--- config.mk ---
export PLATFORM = sky130hd
export DESIGN_NAME = bitrev_perm_ctrl
export DESIGN_NICKNAME = d
export VERILOG_FILES = /design/src/rtl/ntt_pkg.sv /design/src/rtl/addr_bitrev.sv /design/src/rtl/bitrev_perm_ctrl.sv
export SDC_FILE = /design/constraint.sdc
export NUM_CORES = 1
export LEC_CHECK = 0
export ABC_AREA = 1
export CAP_MARGIN = 20
export CORE_MARGIN = 2
export CORE_UTILIZATION = 29
export DETAILED_ROUTE_END_ITERATION = 7
export PLACE_DENSITY_LB_ADDON = 0.1
export SYNTH_ARGS = -nofsm -noshare
export SYNTH_HDL_FRONTEND = slang
export SYNTH_SLANG_ARGS = --single-unit
--- constraint.sdc ---
create_clock -name clk -period 2.5 [get_ports clk]
set_clock_uncertainty 0.2 [all_clocks]
set_input_delay 0.5 -clock clk [delete_from_list [all_inputs] [get_ports clk]]
set_output_delay 0.5 -clock clk [all_outputs]
set_load 0.05 [all_outputs]
--- src/rtl/ntt_pkg.sv ---
`default_nettype none
// ============================================================================
// Module   : ntt_pkg
// Brief    : Shared NTT constants and the bit-reversal permutation FSM encoding.
// Revision : 1.0 - initial release
// ============================================================================
package ntt_pkg;

    localparam int N    = 512;     // polynomial length
    localparam int LOGN = 9;       // log2(N), coefficient RAM address width
    localparam int DW   = 14;      // coefficient width
    localparam int Q    = 12289;   // NTT modulus

    // Permutation controller states
    typedef enum logic [2:0] {
        ST_IDLE  = 3'd0,
        ST_SCAN  = 3'd1,
        ST_WAIT  = 3'd2,
        ST_WRITE = 3'd3,
        ST_FIN   = 3'd4
    } perm_state_e;

endpackage : ntt_pkg
`default_nettype wire

--- src/rtl/addr_bitrev.sv ---
`default_nettype none
// ============================================================================
// Module   : addr_bitrev
// Brief    : Pure wire reversal of an address (out[k] = in[LOGN-1-k]).
// Revision : 1.0 - initial release
// ============================================================================
module addr_bitrev #(
    parameter int LOGN = 9
) (
    input  logic [LOGN-1:0] addr_in,
    output logic [LOGN-1:0] addr_out
);

    // Each output bit is simply the mirrored input bit; no logic, only routing.
    generate
        for (genvar k = 0; k < LOGN; k++) begin : g_rev
            assign addr_out[k] = addr_in[LOGN-1-k];
        end
    endgenerate

endmodule : addr_bitrev
`default_nettype wire

--- src/rtl/bitrev_perm_ctrl.sv ---
`default_nettype none
// ============================================================================
// Module   : bitrev_perm_ctrl
// Brief    : In-place bit-reversal permutation of the NTT coefficient RAM.
//            Walks i = 0..N-1 and swaps RAM[i] / RAM[bitrev(i)] when i < r.
// Revision : 1.0 - initial release
// ============================================================================
module bitrev_perm_ctrl #(
    parameter int N      = ntt_pkg::N,
    parameter int LOGN   = ntt_pkg::LOGN,
    parameter int DW     = ntt_pkg::DW,
    parameter int RD_LAT = 1
) (
    input  logic            clk,
    input  logic            rst_n,
    input  logic            start,
    output logic            busy,
    output logic            done,
    output logic            rd_en,
    output logic [LOGN-1:0] addr_a,
    output logic [LOGN-1:0] addr_b,
    input  logic [DW-1:0]   rd_data_a,
    input  logic [DW-1:0]   rd_data_b,
    output logic            wr_en,
    output logic [DW-1:0]   wr_data_a,
    output logic [DW-1:0]   wr_data_b
);

    import ntt_pkg::*;

    // Latency counter only needs to count the RD_LAT-1 WAIT cycles.
    localparam int LAT_W    = (RD_LAT > 2) ? $clog2(RD_LAT) : 1;
    localparam int LAT_LAST = (RD_LAT >= 2) ? (RD_LAT - 2) : 0;
    localparam logic [LOGN-1:0] I_LAST = LOGN'(N - 1);

    perm_state_e        state_q, state_d;
    logic [LOGN-1:0]    i_q, i_d;
    logic [LAT_W-1:0]   lat_q, lat_d;
    logic [LOGN-1:0]    rev_i;

    // Partner address of the current index.
    addr_bitrev #(
        .LOGN (LOGN)
    ) u_addr_bitrev (
        .addr_in  (i_q),
        .addr_out (rev_i)
    );

    // State, index and latency registers; reset aborts any run in progress.
    always_ff @(posedge clk or negedge rst_n) begin
        if (!rst_n) begin
            state_q <= ST_IDLE;
            i_q     <= '0;
            lat_q   <= '0;
        end else begin
            state_q <= state_d;
            i_q     <= i_d;
            lat_q   <= lat_d;
        end
    end

    // Next-state and output decode. Addresses follow i_q directly, so they are
    // zero whenever the controller sits in IDLE (i_q is cleared on exit).
    always_comb begin
        state_d   = state_q;
        i_d       = i_q;
        lat_d     = lat_q;
        busy      = 1'b0;
        done      = 1'b0;
        rd_en     = 1'b0;
        wr_en     = 1'b0;
        wr_data_a = '0;
        wr_data_b = '0;
        addr_a    = i_q;
        addr_b    = rev_i;

        case (state_q)
            ST_IDLE: begin
                if (start) begin
                    state_d = ST_SCAN;
                    i_d     = '0;
                end
            end

            ST_SCAN: begin
                busy = 1'b1;
                if (i_q < rev_i) begin
                    // Only the lower index of a pair triggers the swap.
                    rd_en   = 1'b1;
                    lat_d   = '0;
                    state_d = (RD_LAT == 1) ? ST_WRITE : ST_WAIT;
                end else if (i_q == I_LAST) begin
                    state_d = ST_FIN;
                end else begin
                    i_d = i_q + 1'b1;
                end
            end

            ST_WAIT: begin
                busy = 1'b1;
                if (lat_q == LAT_W'(LAT_LAST)) begin
                    state_d = ST_WRITE;
                end else begin
                    lat_d = lat_q + 1'b1;
                end
            end

            ST_WRITE: begin
                // Cross-write the captured read data; i_q < N-1 here always.
                busy      = 1'b1;
                wr_en     = 1'b1;
                wr_data_a = rd_data_b;
                wr_data_b = rd_data_a;
                i_d       = i_q + 1'b1;
                state_d   = ST_SCAN;
            end

            ST_FIN: begin
                busy    = 1'b1;
                done    = 1'b1;
                i_d     = '0;
                state_d = ST_IDLE;
            end

            default: begin
                state_d = ST_IDLE;
                i_d     = '0;
            end
        endcase
    end

endmodule : bitrev_perm_ctrl
`default_nettype wire

==> summary.txt <==
Floorplanning
  – Horiz. Die Dim: 71.5 um
  – Core Area: 4380 sq um
  – Cell row count: 24
  – I/O pin cnt: 81
  – Die area: 5120 sq um
  – Starting density of the core: 0.302
  – Die Ht: approximately 70 um

Clock tree
  – Max H-tree Level: 1
  – TritonCTS buffer count: 3
  – Worst-path clk slew: approximately 0.050 ns
  – CTS hold repair buffers: 0
  – CTS Sinks: 12
  – Worst skew pair latency: approximately 0.25 ns
  – CTS tree: done
  – Max clock buf depth: 2
  – Clk root buf: clkbuf_8

Run
  – Total of max-cap violations: 0

Drt
  – Detailed Route WL: 4170 um
  – Initial DRC count: 36
  – Post-DRT Antenna Nets: 0
  – DRC Markers: 0
  – Vias: 1457
  – DR pass1 iterations: 4
  – DR WL/cell: 12.3 um
  – Vias per cell: 4.29

Setup path
  – Type of origin of the critical path: flip-flop
  – Worst EP arrival: 1.75 ns
  – Delay of the slowest critical-path stage: 0.43 ns
  – Critical path data required time: 1.80 ns
  – Most numerous cell on the critical path: inv_1
  – CP max-delay cell: dfrtp_2
  – Critical path peak fanout: 7
  – Crit-path cells: inv_1 > ha_1 > nand2_1 > inv_1 > a21oi_4 > nand3_2 > clkinvlp_4 > buf_12
  – Crit path kind: flip-flop to primary output
  – CP endpoint kind: primary output
  – Top delay family on crit path: flip-flops
  – Buf/Inv on CP: 4

Timing
  – Final cycle utilization of the critical path: 0.980
  – Hold Slack: 0.372 ns
  – Max Slew Vio Count: 0
  – Max Clk Rate: 408 MHz
  – Worst Max-Slew Pin Slew: about 0.58 ns
  – Fin Setup TNS: 0 ns
  – Final Hold Fails: 0
  – Setup violators final: 0
  – RSZ-0062 raised after global routing: yes
  – Slew HR: 0.615
  – Min Tclk post-route: 2.45 ns

Place
  – DP Wirelength: 3310 um
  – Placed cells: 332
  – Placed inst area: 2440 sq um
  – Port bufs: 80
  – GPL Wtd Cong: 0.869

Cells and area
  – Most frequent cells in the layout: nor2_1, clkdlybuf4s50_1, inv_1, nand2_1, buf_12
  – N_diodes: 0
  – Number of nets in the layout: 330
  – Synth-to-Final Area Change: 91.4%
  – Share of layout cells above drive strength 1: 0.229
  – Final instance area: around 2500 sq um
  – Fillcell total: 417
  – Cell Count, Final, Fillers Out: 340

Yosys
  – Sequential cell area fraction in the yosys report: 0.227
  – Yosys warning count: 0
  – Post-synthesis compound-gate area fraction: 0.0293
  – Mapped Area: 1320 sq um
  – Synthesized-area fraction occupied by adder cells: 0.0946
  – Combinational family with the most area after synthesis: simple AND/OR/NAND/NOR gates
  – Mux cell area share after synthesis: 0
  – Xor/xnor share of the synthesized area: 0.00662
  – Yosys cell types: 23
  – Mapped Cells: 212
  – Post-synthesis average cell area: 6.24 sq um
  – Mapped Nets: about 250
  – #FFs+latches synth: 12
  – Synth Area in Simple Gates: 0.420

Worst hold path
  – Hold Path Class: flip-flop to flip-flop

Power
  – Pwr dens: 270 nW/um^2
  – Final Power: 684 uW
  – Worst vdd ir: 0.000201 V
  – Leak: 0.00132 uW

Global routing
  – First-pass GRT wire length: 6710 um
  – Global Route Usage Sum: 0.167
  – Largest net degree at the start of global routing: 23
  – Initial antenna violation count: 0
  – Vias in the first global route: 1325
  – GR Overflow Total: 0

Status
  – Outcome: complete, no violations
-- flip-flops by register name, indices dropped and copies added (netlist names) --
name / cells
addr_a: 9
state_q: 3
-- cells in the mapped netlist (all sizes together) --
master / n / area, sq um
inv: 51 / 191
o21bai: 1 / 7.51
nand3: 8 / 57.6
buf: 15 / 103
nand3b: 1 / 7.51
nand2: 47 / 189
ha: 10 / 125
nor3: 1 / 16.3
a21oi: 3 / 26.3
nor2: 51 / 223
dfrtp: 12 / 300
nand4: 10 / 62.6
xnor2: 1 / 8.76
o21ai: 1 / 5.00
-- power breakdown --
| group | switching [uW] | internal, uW |
|---|---|---|
| combinational | 129 | 136 |
| clock | 85.4 | 140 |
| sequential | 0 | 194 |
| total | 214 | 470 |
-- final cells by class --
| cell class | count | area (sq um) | share of cell area |
|---|---|---|---|
| clock buffer | 4 | 55.1 | 0.0217 |
| tap | 52 | 65.1 | 0.0257 |
| multi-input combinational | 134 | 733 | 0.290 |
| sequential | 12 | 309 | 0.122 |
| inverter | 51 | 195 | 0.0771 |
| timing repair buffer | 87 | 1170 | 0.464 |
-- final timing paths --
| path | endpoint | slack (ns) | from | depth (start not counted) |
|---|---|---|---|---|
| setup reg to reg | addr_a[3] | 0.31 | addr_a[1] | 12 |
| hold / removal | addr_a[8] | 0.37 | addr_a[8] | 2 |
| hold reg to reg | addr_a[8] | 0.37 | addr_a[8] | 2 |
| max in group asynchronous | addr_a[8] | 1.27 | rst_n | 1 |
| min in group asynchronous | addr_a[4] | 0.41 | rst_n | 1 |
| setup / recovery | rd_en | 0.05 | addr_a[0] | 8 |
-- worst reg2reg max path, delay by kind of cell, from the launching register on --
| kind | cells | cell delay [ns] |
|---|---|---|
| simple gates | 9 | 0.96 |
| flops | 1 | 0.47 |
| fa+ha+maj | 2 | 0.42 |
| buf+inv | 1 | 0.08 |
-- timing repair --
action	CTS	global route
buffers inserted	0	4
setup endpoints to repair	0	23
resized for setup	0	2
-- layer usage --
layer / up-vias / global-route usage / share of wire
met5: - / 0 / 0
met4: 0 / 0.0608 / 0.013
met3: 5 / 0.0267 / 0.074
met2: 60 / 0.256 / 0.46
met1: 623 / 0.238 / 0.45
li1: 769 / - / -
-- per-stage QoR --
| step | util | setup WS, ns |
|---|---|---|
| floorplan | - | 0.00917 |
| global placement | 0.557 | 0.307 |
| detailed placement | 0.557 | 0.309 |
| CTS | 0.569 | 0.0273 |
| global route | 0.577 | -0.0711 |
| finish | 0.577 | 0.0493 |
-- cells by family (layout without fill, tap and decap cells) --
logic type / count (synthesis) / in the layout
AND/OR/NAND/NOR: 118 / 118
buffers and inverters: 66 / 142
flip-flops: 12 / 12
adder cells (fa/ha/maj): 10 / 10
AO/OA/AOI/OAI: 5 / 5
XOR/XNOR: 1 / 1
No activity file was read; power rests on OpenSTA's default activity.
